<file path="src/rtl/data_mem_arbiter.sv">
// data_mem_arbiter: two-port arbiter and access sequencer for the CPU data memory.
// Define ARB_ROUND_ROBIN_EN to break simultaneous requests by last owner instead of fixed A priority.
module data_mem_arbiter #(
    parameter int ADDR_W = 5,
    parameter int DATA_W = 8
) (
    input  logic              Clk,
    input  logic              Reset_n,
    input  logic              A_Req,
    input  logic              A_We,
    input  logic [ADDR_W-1:0] A_Addr,
    input  logic [DATA_W-1:0] A_Wdata,
    output logic [DATA_W-1:0] A_Rdata,
    output logic              A_Done,
    input  logic              B_Req,
    input  logic              B_We,
    input  logic [ADDR_W-1:0] B_Addr,
    input  logic [DATA_W-1:0] B_Wdata,
    output logic [DATA_W-1:0] B_Rdata,
    output logic              B_Done,
    output logic              Mem_En,
    output logic [ADDR_W-1:0] Mem_Address,
    output logic [DATA_W-1:0] Mem_Data_in,
    input  logic [DATA_W-1:0] Mem_Data_out,
    output logic              Busy
);
    typedef enum logic [1:0] {IDLE, ACCESS, DONE} state_t;
    state_t state, state_nxt;
    logic grant, pick_b, owner_b, we;
`ifdef ARB_ROUND_ROBIN_EN
    logic last_b;
    assign pick_b = B_Req & (~A_Req | ~last_b);
    always_ff @(posedge Clk) begin
        if (!Reset_n)
            last_b <= 1'b1;
        else if (grant)
            last_b <= pick_b;
    end
`else
    assign pick_b = ~A_Req;
`endif
    always_ff @(posedge Clk) begin
        if (!Reset_n)
            state <= IDLE;
        else
            state <= state_nxt;
    end
    always_comb begin
        state_nxt = state;
        grant = 1'b0;
        unique case (state)
            IDLE: begin
                grant = A_Req | B_Req;
                state_nxt = grant ? ACCESS : IDLE;
            end
            ACCESS:  state_nxt = DONE;
            DONE:    state_nxt = IDLE;
            default: state_nxt = IDLE;
        endcase
    end
    // Gating with Reset_n keeps a reset landing on the ACCESS edge from committing the write.
    assign Mem_En = (state == ACCESS) & we & Reset_n;
    assign A_Done = (state == DONE) & ~owner_b;
    assign B_Done = (state == DONE) & owner_b;
    assign Busy   = state != IDLE;
    always_ff @(posedge Clk) begin
        if (!Reset_n) begin
            owner_b     <= 1'b0;
            we          <= 1'b0;
            Mem_Address <= '0;
            Mem_Data_in <= '0;
            A_Rdata     <= '0;
            B_Rdata     <= '0;
        end else begin
            if (grant) begin
                owner_b     <= pick_b;
                we          <= pick_b ? B_We : A_We;
                Mem_Address <= pick_b ? B_Addr : A_Addr;
                Mem_Data_in <= pick_b ? B_Wdata : A_Wdata;
            end
            if (state == ACCESS && !we) begin
                if (owner_b)
                    B_Rdata <= Mem_Data_out;
                else
                    A_Rdata <= Mem_Data_out;
            end
        end
    end
endmodule

</file>
<file path="config.mk">
export PLATFORM = sky130hd
export DESIGN_NAME = data_mem_arbiter
export DESIGN_NICKNAME = d
export VERILOG_FILES = /design/src/rtl/data_mem_arbiter.sv
export SDC_FILE = /design/constraint.sdc
export NUM_CORES = 1
export LEC_CHECK = 0
export ABC_AREA = 1
export CELL_PAD_IN_SITES_DETAIL_PLACEMENT = 2
export CELL_PAD_IN_SITES_GLOBAL_PLACEMENT = 2
export CORE_ASPECT_RATIO = 1.4
export CORE_MARGIN = 1.5
export CORE_UTILIZATION = 19
export CTS_BUF_LIST = sky130_fd_sc_hd__clkbuf_4 sky130_fd_sc_hd__clkbuf_8
export CTS_CLUSTER_DIAMETER = 40
export DETAILED_ROUTE_END_ITERATION = 10
export GPL_ROUTABILITY_DRIVEN = 0
export GPL_TIMING_DRIVEN = 0
export HOLD_SLACK_MARGIN = 0.15
export PLACE_DENSITY_LB_ADDON = 0.1
export SYNTH_ARGS = -nofsm -noshare
export SYNTH_HDL_FRONTEND = slang
export SYNTH_SLANG_ARGS = --single-unit
export TNS_END_PERCENT = 10
</file>
<file path="constraint.sdc">
create_clock -name Clk -period 1.19 [get_ports Clk]
set_clock_uncertainty 0.2 [all_clocks]
set_input_delay 0.238 -clock Clk [delete_from_list [all_inputs] [get_ports Clk]]
set_output_delay 0.238 -clock Clk [all_outputs]
set_load 0.02 [all_outputs]
</file>
==> flow_summary.ini, run 1 <==
[clocking]
cts_tree = yes
cts_inserted_buffers = 5
ctsHoldBuffers = 0
clockRootBuffer = clkbuf_8
htreeDepth = 2
numClockSinks = 33
cts_buffer_depth = 2
path_clk_slew_ns = 0.07
clock_latency_ns = 0.28

[pwr]
p_sw_share_pct = 31.9
finalPower_mw = 3.22
p_per_area_nw_per_um2 = 1140
intPower_mw = 2.20
combPwrFrac_pct = 32.3
p_seq_share_pct = 40.3
p_leak_nw = 1.32
pwr-share-clk_pct = 27.3
switchingPower_mw = 1.03
peakVddDrop_v = 0.000350

[outcome]
outcome = finished with violations
failed_checks = setup timing

[layout]
stdcell_area_um2 = 2830
fillers = 966
syn2layout_area_growth_pct = 80.3
antenna_cells = 0
multi_input_area_um2 = 831
nets = 378
drive_gt1_share_pct = 35.7
mostFrequentLayoutCells = 86 x nand2_1, 50 x nor2_1, 41 x buf_6, 37 x clkdlybuf4s50_1, 31 x dfxtp_2
mostFrequentLayoutCell = nand2_1
seq_area_um2 = 707

[sta]
slew_headroom_pct = 68.2
finalHoldViolations = 0
final_max_slew_viol_count = 0
clock.fmax_mhz = 633
fin_crit_sh_pct = 133
setup_viol = 36
rsz0062_at_grt = true
min_period_ns = 1.58
setup_slack_ns = -0.389
tightest_slew_ns = 0.477

[synthesis]
syn_avg_cell_area_um2 = 6.34
synthXorXnorAreaFrac_pct = 0
synthCells = 248
synthMuxAreaShare_pct = 0
synthAdderAreaFrac_pct = 0
synth-simple-area-share_pct = 45.9
synth.distinct_cells = 19
synth-compound-area-share_pct = 1.19
syn_area_um2 = 1570
synth_top_family_by_area = simple AND/OR/NAND/NOR gates
yosysWarnings = 0
ys_seq_elements = 33
seq_area_frac_synth_pct = 42.0
syn-num-nets = 288

[critical_path]
path_max_fanout = 5
crit_chain = nor4_4, buf_4
crit_arrival_ns = 1.14
setup.worst_path.end_class = output port
cp_slowest_cell = dfxtp_4
critPathKind = reg -> out
slowest_delay_ns = 0.39
critPathRequiredTime_ns = 0.75
start_kind = register

[floorplan]
die_area_um2 = 8830
die_y_um = 111
ios = 73
num_rows = 39
start_util_pct = 19.4
chipWidth_um = 79.9
core_um2 = 8100

[global_routing]
grt_max_degree = 11
antenna_found_initial = 0
grt_pass1_vias = 1887
grt_use_total_pct = 12.8
grt_pass1_wl_mm = 8.75
overflow = 0

[routing]
dr.first_iter.drc_count = 16
vias = 1842
met1_length_mm = 2.06
wl_per_cell_um = 12.5
drc = 0
drt_pass1_iterations = 4
met3_wirelength_um = 227
routed_via_density = 4.18
ant_nets = 0
highest_layer = met4
wl_mm = 5.50
route.met2.wl_mm = 3.14

[placed_design]
portBuffers = 72
placed_area_um2 = 2490
place_hpwl_mm = 4.26

[run]
max-cap-violations = 0

[hold_path]
hold_path_class = in -> reg
logic make-up after synthesis:
kind of cell	Yosys count
buffers and inverters	39
AND/OR/NAND/NOR	173
AO/OA/AOI/OAI	3
flip-flops	33
layer usage:
| metal | vias to the layer above | track usage [%] |
|---|---|---|
| li1 | 932 | - |
| met1 | 861 | 13.3 |
| met2 | 44 | 24.6 |
| met3 | 5 | 2.31 |
| met4 | 0 | 4.48 |
| met5 | - | 0 |
power groups by stage:
stage               clock [mW]  combinational [mW]  sequential [mW]
CTS                      0.939                1.02             1.30
floorplan                    0               0.387             1.39
global route             0.964                1.15             1.32
detailed placement           0               0.926             1.30
finish                   0.881                1.04             1.30
global placement             0               0.910             1.29
repair_timing:
action | CTS | global route
gates resized for setup | 252 | 11
pin swaps | 4 | 12
endpoints found under the setup margin | 65 | 55
buffers inserted | 5 | 6
registers in the layout, summed over array words and instances (netlist names):
signal / flops
A_Rdata: 8
B_Rdata: 8
Mem_Address: 5
Mem_Data_in: 8
owner_b: 1
state: 2
we: 1
path summary, 6_finish.rpt:
check                               start                 endpoint  slack, ns  cells past startpoint
hold / removal                    Reset_n     owner_b$_SDFFE_PN0P_       0.22                      3
hold reg to reg   B_Rdata[2]$_SDFFE_PN0P_  B_Rdata[2]$_SDFFE_PN0P_       0.28                      2
setup reg to reg      state[0]$_SDFF_PN0_          we$_SDFFE_PN0P_      -0.24                      7
setup / recovery      state[1]$_SDFF_PN0_                   Mem_En      -0.39                      2
stage by stage:
step / utilization [%] / std cells / hold WS, ns / TNS (ns) / setup slack (ns)
detailed placement: 30.7 / 422 / 0.275 / -26.80 / -1.13
global route: 35.0 / 441 / 0.240 / -9.90 / -0.460
CTS: 34.0 / 435 / 0.227 / -5.91 / -0.433
global placement: 30.7 / 422 / 0.267 / -26.21 / -1.14
floorplan: - / 248 / 0.174 / -0.891 / -0.0552
finish: 35.0 / 441 / 0.218 / -6.68 / -0.389
final cells by class:
cell class	count	share of cell area, %
timing repair buffer	83	30.5
inverter	28	4.15
buffer	11	3.40
clock buffer	7	2.96
clock inverter	1	0.177
sequential	33	25.0
tap	102	4.51
multi-input combinational	176	29.3
critical path, delay by kind of cell, from the launching register on:
kind          cells  cell delay (ns)
flops             1             0.39
simple gates      1             0.29
buf+inv           1             0.18
synth_stat cells, drive strengths merged:
cell type | number | area [um^2]
nand4 | 16 | 100
nor2 | 66 | 273
nand2 | 86 | 323
buf | 7 | 50.1
nand3 | 1 | 5.00
clkbuf | 4 | 15.0
dfxtp | 33 | 661
inv | 27 | 101
a21oi | 1 | 5.00
nor4 | 1 | 6.26
clkinv | 1 | 3.75
o21ai | 2 | 13.8
nor3 | 3 | 15.0
Note: power is estimated with default switching activity, not from simulation.
==> run 2: changes to the inputs <==
Settings changed: CORE_MARGIN 1.5 to 2, CORE_UTILIZATION 19 to 21.
Clock period 1.19 ns to 1.5 ns, I/O delays scaled along.
==> flow_summary.ini, run 2 (synthesis results as in run 1) <==
[floorplan]
num_rows = 37
die_area_um2 = 8200
ios = 73
die_y_um = 106
core_um2 = 7310
start_util_pct = 21.5
chipWidth_um = 77.1

[critical_path]
cp_slowest_cell = dfxtp_2
crit_chain = clkinv_4, buf_8, nor4_4, buf_4
r2r-start = state[1]$_SDFF_PN0_
crit_buf_inv = 3
rrSetupSlack_ns = 0.05
crit_arrival_ns = 1.20
critPathKind = reg -> out
slowest_delay_ns = 0.35
critPathRequiredTime_ns = 1.00
rr_worst_depth = 7
r2r-end = Mem_Data_in[7]$_SDFFE_PN0P_
setup.worst_path.end_class = output port
path_max_fanout = 10
cp_top_family = buffers and inverters
start_kind = register

[global_routing]
grt_pass1_vias = 1967
grt_max_degree = 11
antenna_found_initial = 0
overflow = 0
grt_use_total_pct = 14.8
grt_pass1_wl_mm = 9.51

[layout]
drive_gt1_share_pct = 16.6
fillers = 922
seq_area_um2 = 673
fin_util_pct = 36.1
reg_top3 = A_Rdata (8), B_Rdata (8), Mem_Data_in (8)
nets = 371
multi_input_area_um2 = 806
syn2layout_area_growth_pct = 68.2
instances_no_fill = 429
mostFrequentLayoutCells = 86 x nand2_1, 53 x nor2_1, 37 x clkdlybuf4s50_1, 29 x dfxtp_1, 22 x inv_1
antenna_cells = 0
mostFrequentLayoutCell = nand2_1

[routing]
wl_per_cell_um = 13.1
routed_via_density = 4.30
vias = 1846
drc = 0
drt_pass1_iterations = 3
ant_nets = 0
dr.first_iter.drc_count = 20
wl_mm = 5.63

[clocking]
cts_inserted_buffers = 5
ctsHoldBuffers = 0
clockRootBuffer = clkbuf_8
htreeDepth = 2
clock_latency_ns = 0.28
numClockSinks = 33
path_clk_slew_ns = 0.07
cts_tree = yes
cts_buffer_depth = 2

[placed_design]
portBuffers = 72
place_hpwl_mm = 4.23
pre_cts_ws_ns = -0.905
place_inst = 417

[sta]
slew_headroom_pct = 65.0
finalHoldViolations = 0
tightest_slew_ns = 0.525
setup_slack_ns = -0.205
setup_viol = 4
rsz0062_at_grt = true
final_max_slew_viol_count = 0
clock.fmax_mhz = 587
min_period_ns = 1.70
fin_crit_sh_pct = 114
whs_ns = 0.265

[hold_path]
whs_path_depth = 3
min_from = Reset_n
holdPathEnd = owner_b$_SDFFE_PN0P_
hold_path_class = in -> reg

[pwr]
peakVddDrop_v = 0.000451
p_per_area_nw_per_um2 = 941
p_leak_nw = 1.27

[outcome]
failed_checks = setup timing
outcome = finished with violations

[run]
max-cap-violations = 0
## run 2: cell types whose count changed in the layout (fill, tap and decap cells not counted), moves of 2 or more
cell | previous run | this run
buf_6 | 41 | 5
dfxtp_2 | 31 | 1
dfxtp_1 | 0 | 29
dlygate4sd2_1 | 0 | 15
clkdlybuf4s15_1 | 1 | 12
clkbuf_2 | 0 | 4
nor2_1 | 50 | 53
clkbuf_4 | 2 | 0
nor2_2 | 11 | 9
## run 2: worst min-delay path, cell delays in order
cell and delay, ns:
dlygate4sd2_1 0.28, o21ai_0 0.10, nor2_1 0.04
## run 2: worst max-delay path by stage
stage,to,slack [ns],depth (start not counted),from
final,Mem_En,-0.20,4,we$_SDFFE_PN0P_
after global routing,Mem_En,-0.30,4,we$_SDFFE_PN0P_
after CTS,Mem_En,-0.23,4,we$_SDFFE_PN0P_
after detailed placement,Mem_En,-0.91,4,Reset_n
after global placement,Mem_En,-0.93,4,Reset_n
after floorplan,A_Done,-0.05,2,owner_b$_SDFFE_PN0P_
## run 2: area by class of cell
class | instances | area share (%)
timing repair buffer | 76 | 27.0
buffer | 11 | 4.21
sequential | 33 | 25.5
inverter | 28 | 4.45
multi-input combinational | 176 | 30.5
clock buffer | 7 | 3.64
tap | 97 | 4.59
clock inverter | 1 | 0.189
## run 2: where the power goes
group          internal (mW)  leakage (nW)  switching, mW  total (mW)
sequential             0.954         0.274         0.0527        1.01
combinational          0.322         0.940          0.405       0.727
clock                  0.415        0.0542          0.338       0.753
## run 2: timing repair
action                                  in CTS  in global routing
setup buffers                                3                  1
pin swaps                                    2                  1
endpoints found under the setup margin      50                 32
gates resized for setup                     80                 37
## run 2: routing by layer
| metal | track usage [%] | vias up | part of all wire [%] |
|---|---|---|---|
| li1 | - | 917 | - |
| met1 | 15.1 | 874 | 37 |
| met2 | 29.0 | 48 | 57 |
| met3 | 3.48 | 7 | 4.8 |
| met4 | 4.97 | 0 | 1.4 |
| met5 | 0 | - | 0 |
## run 2: stage by stage
step                power (mW)  instance area (um^2)  setup TNS [ns]
CTS                       2.51                  2590          -0.459
global placement          1.73                  2430          -13.01
detailed placement        1.74                  2430          -13.09
global route              2.66                  2640          -0.811
floorplan                 1.39                  1590         -0.0797
finish                    2.49                  2640          -0.455
==> RTL change 1, RTL diff (config.mk and constraints of run 2) <==
Build with the macro `ARB_ROUND_ROBIN_EN` defined.
--- a/src/rtl/data_mem_arbiter.sv
+++ b/src/rtl/data_mem_arbiter.sv
@@ -1,5 +1,7 @@
 // data_mem_arbiter: two-port arbiter and access sequencer for the CPU data memory.
 // Define ARB_ROUND_ROBIN_EN to break simultaneous requests by last owner instead of fixed A priority.
+`define ARB_ROUND_ROBIN_EN
+
 module data_mem_arbiter #(
     parameter int ADDR_W = 5,
     parameter int DATA_W = 8
Behaviour: not the same (Yosys sat finds a counterexample within 10 cycles, from zero or initial values and one cycle with Reset_n low).
==> RTL change 1 against run 2 <==
- the run still ends with setup timing left
- first-iteration DRC count increased by 5.0%
- wire length rose by 9.7%
- maximum frequency increased by 3.5%
- power grew 1.4%
- clock power shrank 13%
- sequential share of layout area is 0.97 points lower
- final area is 7.1% higher
- global-route usage down 0.17 points
- sequential cell count rose by 1
- worst setup slack gained 0.057 ns
- area after synthesis rose by 9.4%
- critical endpoint unchanged
- largest cell class is now multi-input combinational cells
==> RTL change 1: results (changes against run 2) <==
status=finished with violations (unchanged); violated checks=setup timing (unchanged); GR Util met3=2.77% (was 3.48%); crit path max fanout=4 (was 10); Hold Fails Final Rpt=0 (unchanged); WL per Instance=13.8 µm (was 13.1 µm); first-pass GRT wire length=9940 µm (was 9510 µm); deepest clock path buffer count=2 (unchanged); dpl hpwl=4600 µm (was 4230 µm); met2 WL=3380 µm (was 3200 µm); Synth Area in Compound Gates=6.91% (was 1.19%); warnings from Yosys=0 (unchanged); wl on met1=2390 µm (was 2070 µm); Post-Synth Adder-Cell Area=0% (unchanged); layout cells sized above 1=17.3% (was 16.6%); met3 wire len=288 µm (was 271 µm); Top Metal Used=met4 (unchanged); Synth async-reset ratio=0% (unchanged); CTS root buf=clkbuf_8 (unchanged); GRT met1 Usage=15.7% (was 15.1%); # H-tree levels=2 (unchanged); CTS buffer count=5 (unchanged); top post-synthesis cells by area=dfxtp_1 (40%), nor2_1 (14%), nand2_1 (13%) (was dfxtp_1 (42%), nand2_1 (21%), nor2_1 (15%)); WP data arrival=1.15 ns (was 1.20 ns); register area share after synthesis=39.6% (was 42.0%); Slowest-stage cell, CP=dfxtp_4 (was dfxtp_2); port bufs=72 (unchanged); Place WS=-0.973 ns (was -0.905 ns); Nets=386 (was 371); Post-synth top cells=nor2_1 (62), nand2_1 (58), dfxtp_1 (34) (was nand2_1 (86), nor2_1 (62), dfxtp_1 (33)); XOR/XNOR Fraction of Synth Area=0% (unchanged); mux contribution to synthesized area=0% (unchanged); Tot GR Track Use=14.6% (was 14.8%); initial DRC count=21 (was 20); Via Count=1,933 (was 1,846); Leakage=1.31 nW (was 1.27 nW); headroom to the max-slew limit=61.2% (was 65.0%); Largest regs=A_Rdata (8), B_Rdata (8), Mem_Data_in (8) (unchanged); post-synthesis cell type count=22 (was 19); setup ws final=-0.148 ns (was -0.205 ns); First-pass DRT Iterations=4 (was 3); final setup fails=4 (unchanged); Worst-path clk slew=0.07 ns (about the same); delay-heaviest family, CP=flip-flops (was buffers and inverters); min-delay worst type=input pin to register (unchanged); number of global-route vias before repair=2,017 (was 1,967); met2 usage=27.4% (was 29.0%); syn nets=296 (was 288); Worst VDD drop=0.000296 V (was 0.000451 V); number of antenna violations at the first check in global routing=0 (unchanged); largest net degree at the start of global routing=11 (unchanged); slowest stage delay, CP=0.38 ns (was 0.35 ns)
==> RTL change 1: changes by cell type after synthesis, moves of 2 or more <==
| cell | before | now |
|---|---|---|
| nand2_1 | 86 | 58 |
| nand3_1 | 1 | 17 |
| a21boi_0 | 0 | 12 |
| nand2_2 | 0 | 4 |
| inv_1 | 25 | 22 |
| a21boi_1 | 0 | 2 |
==> RTL change 1: report_power, final <==
group | internal [mW] | switching [mW] | leakage, nW
Sequential | 0.985 | 0.0512 | 0.282
Combinational | 0.371 | 0.459 | 0.981
Clock | 0.312 | 0.345 | 0.0438
Total | 1.67 | 0.855 | 1.31
==> RTL change 1: cell families (layout without fill, tap and decap cells) <==
group	after synthesis	after routing
AND/OR/NAND/NOR	166	166
buffers and inverters	40	130
flip-flops	34	34
AO/OA/AOI/OAI	16	16
==> RTL change 1: stage by stage <==
stage | setup TNS (ns) | hold WS (ns) | std cells | instance area, µm² | power, mW
after CTS | -0.515 | 0.271 | 443 | 2760 | 2.55
after global placement | -13.18 | 0.247 | 430 | 2580 | 1.84
after floorplan | -0.0501 | 0.226 | 256 | 1730 | 1.49
final | -0.360 | 0.155 | 448 | 2830 | 2.52
after global routing | -0.964 | 0.169 | 448 | 2830 | 2.70
after detailed placement | -13.52 | 0.252 | 430 | 2580 | 1.86
==> RTL change 1: path summary, 6_finish.rpt <==
check / to / from / cells after the start / slack [ns]
hold / removal: owner_b$_SDFFE_PN0P_ / Reset_n / 3 / 0.16
setup reg to reg: we$_SDFFE_PN0P_ / state[0]$_SDFF_PN0_ / 8 / 0.04
hold reg to reg: last_b$_SDFFE_PN1P_ / last_b$_SDFFE_PN1P_ / 2 / 0.27
setup / recovery: Mem_En / state[1]$_SDFF_PN0_ / 2 / -0.15
==> RTL change 1: area by class of cell <==
class / count / area, µm²
Timing Repair Buffer: 83 / 781
Buffer: 14 / 115
Clock inverter: 2 / 10.0
Clock buffer: 5 / 68.8
Tap cell: 102 / 128
Multi-Input combinational cell: 182 / 920
Fill cell: 989 / 5220
Inverter: 26 / 115
Sequential cell: 34 / 693
==> RTL change 1: worst register-to-register path: stages, from the launching register on <==
cell	delay, ns
dfxtp_4	0.37
inv_6	0.08
buf_4	0.12
nand2_4	0.06
nor2_4	0.15
buf_8	0.17
nand2_1	0.06
nor2_1	0.10
nor2_1	0.05
==> RTL change 1: timing repair <==
item | CTS | global route
pin swaps | 3 | 4
buffers inserted | 6 | 4
hold buffers | 0 | 1
resized for setup | 88 | 21
setup endpoints to repair | 50 | 27
hold endpoints to repair | 0 | 1
==> RTL change 2, RTL diff (config.mk and constraints of run 2) <==
Made on the original files. Encoding of `state_t`: now one-hot (3 bits for 3 states).
--- a/src/rtl/data_mem_arbiter.sv
+++ b/src/rtl/data_mem_arbiter.sv
@@ -24,7 +24,7 @@
     input  logic [DATA_W-1:0] Mem_Data_out,
     output logic              Busy
 );
-    typedef enum logic [1:0] {IDLE, ACCESS, DONE} state_t;
+    typedef enum logic [2:0] {IDLE = 3'b001, ACCESS = 3'b010, DONE = 3'b100} state_t;
     state_t state, state_nxt;
     logic grant, pick_b, owner_b, we;
 `ifdef ARB_ROUND_ROBIN_EN
Formal check against the unedited RTL: same outputs for any inputs over 10 cycles, from zero or initial values and one cycle with Reset_n low; not proved beyond that.
==> RTL change 2 against run 2 <==
- the run still ends with setup timing left
- maximum frequency up 3.5%
- final area fell by 2.2%
- sequential cell count is 1 higher
- critical path depth increased by 1
- worst setup slack improved by 0.058 ns
- power up 1.1%
- area after synthesis rose by 1.3%
- synthesized cell count rose by 5.2%
- wire length grew 0.43%
- die area increased by 1.2%
- clock power increased by 6.5%
- critical endpoint unchanged
- largest cell class unchanged
- largest power group unchanged
- highest routed layer unchanged
==> RTL change 2: results (changes against run 2) <==
status=finished with violations (unchanged); violated checks=setup timing (unchanged); ANT cells=0 (unchanged); layout cells sized above 1=12.1% (was 16.6%); initial DRC count=12 (was 20); CTS buffer count=5 (unchanged); WHS Path Cells=3 (unchanged); first-pass GRT wire length=9180 µm (was 9510 µm); crit path max fanout=2 (was 10); Place WS=-0.806 ns (was -0.905 ns); Worst VDD drop=0.000517 V (was 0.000451 V); commonest non-fill, non-tap cell in the layout=nand2_1 (unchanged); Slowest-stage cell, CP=dfxtp_2 (unchanged); Nets=386 (was 371); First-pass DRT Iterations=3 (unchanged); dpl hpwl=4320 µm (was 4230 µm); min-delay worst type=input pin to register (unchanged); Leakage=1.39 nW (was 1.27 nW); final setup fails=7 (was 4); Worst Hold Path EP=Mem_Data_in[6]$_SDFFE_PN0P_ (was owner_b$_SDFFE_PN0P_); number of antenna violations at the first check in global routing=0 (unchanged); worst reg-to-reg setup slack=-0.02 ns (was 0.05 ns); Tot GR Track Use=14.0% (was 14.8%); Via Count=1,807 (was 1,846); Post-synth top cells=nand2_1 (107), nor2_1 (67), dfxtp_1 (34), inv_1 (34), buf_2 (7) (was nand2_1 (86), nor2_1 (62), dfxtp_1 (33)); post-synthesis cell type count=13 (was 19); slowest stage delay, CP=roughly 0.34 ns; CTS root buf=clkbuf_8 (unchanged); reg2reg path depth=9 (was 7); top post-synthesis cells by area=dfxtp_1 (43%), nand2_1 (25%), nor2_1 (16%) (was dfxtp_1 (42%), nand2_1 (21%), nor2_1 (15%)); port bufs=72 (unchanged); WL per Instance=12.7 µm (was 13.1 µm); Worst R2R Start=state[1]$_SDFF_PN0_ (unchanged); register area share after synthesis=42.8% (was 42.0%); worst hold start=Reset_n (unchanged); Synth async-reset ratio=0% (unchanged); warnings from Yosys=0 (unchanged); Primary FF master, synth=dfxtp_1 (unchanged); WP data arrival=1.15 ns (was 1.20 ns); deepest clock path buffer count=2 (unchanged); worst flop-to-flop path endpoint=A_Rdata[5]$_SDFFE_PN0P_ (was Mem_Data_in[7]$_SDFFE_PN0P_); headroom to the max-slew limit=64.7% (was 65.0%); setup ws final=-0.147 ns (was -0.205 ns); Largest regs=A_Rdata (8), B_Rdata (8), Mem_Data_in (8) (unchanged); fill count=904 (was 922); syn nets=301 (was 288); number of global-route vias before repair=1,938 (was 1,967); Clk Latency, worst-skew pair=0.28 ns (about the same)
[RTL change 2: cell types whose count changed after synthesis, sizes merged, moves of 2 or more]
cell,delta
inv,+9
nand2,+21
nand4,-13
nor2,+3
nor3,-2
o21ai,-2
[RTL change 2: layer usage]
metal  wire, µm  part of all wire (%)  global-route usage (%)
met5          0                     0                       0
met1       2270                    40                    14.8
met4         44                  0.78                    4.21
met3        259                   4.6                    3.03
met2       3080                    55                    27.3
[RTL change 2: worst max path at each step]
stage                                    from  endpoint  slack (ns)  cells past startpoint
after global placement                Reset_n    Mem_En       -0.81                      4
after global routing      state[1]$_SDFF_PN0_    Mem_En       -0.23                      5
after detailed placement              Reset_n    Mem_En       -0.81                      4
after floorplan           state[1]$_SDFF_PN0_    Mem_En        0.11                      4
final                     state[1]$_SDFF_PN0_    Mem_En       -0.15                      5
after CTS                 state[1]$_SDFF_PN0_    Mem_En       -0.17                      5
[RTL change 2: power by group]
group	total [mW]	switching, mW	internal, mW
Sequential	1.04	0.0474	0.988
Clock	0.802	0.338	0.464
Combinational	0.678	0.385	0.293
[RTL change 2: critical path, delay by kind of cell, from the launching register on]
kind	cells	cell delay (ns)
buf+inv	2	0.21
simple gates	3	0.31
flops	1	0.34
[RTL change 2: per-stage QoR]
stage          hold slack, ns  cell area, µm²  TNS, ns  std cells
3_3_place_gp            0.301            2440   -14.38        430
5_1_grt                 0.288            2590    -3.07        444
2_1_floorplan           0.220            1600        0        261
4_1_cts                 0.257            2540   -0.318        441
6_report                0.257            2590   -0.318        444
3_5_place_dp            0.315            2440   -14.95        430
[RTL change 2: kinds of logic (layout without fill, tap and decap cells)]
| family | after synthesis | in the layout | share of synthesized area (%) |
|---|---|---|---|
| AND/OR/NAND/NOR | 181 | 181 | 45.8 |
| flip-flops | 34 | 34 | 42.8 |
| buffers and inverters | 46 | 132 | 11.4 |
[RTL change 2: final cells by class]
type | instances | area [µm²] | area share [%]
multi-input cells | 181 | 744 | 28.8
repair buffers | 78 | 723 | 28.0
flip-flops and latches | 34 | 684 | 26.5
inverters | 36 | 135 | 5.22
well taps | 97 | 121 | 4.69
clock buffers | 8 | 110 | 4.26
plain buffers | 10 | 67.6 | 2.61
[RTL change 2: repair_timing]
action                                  CTS  global route
pin swaps                                 1             3
resized for setup                        59            22
gates cloned                              0             1
buffers inserted                          3             2
endpoints found under the setup margin   56            43
hold buffers                              0             0
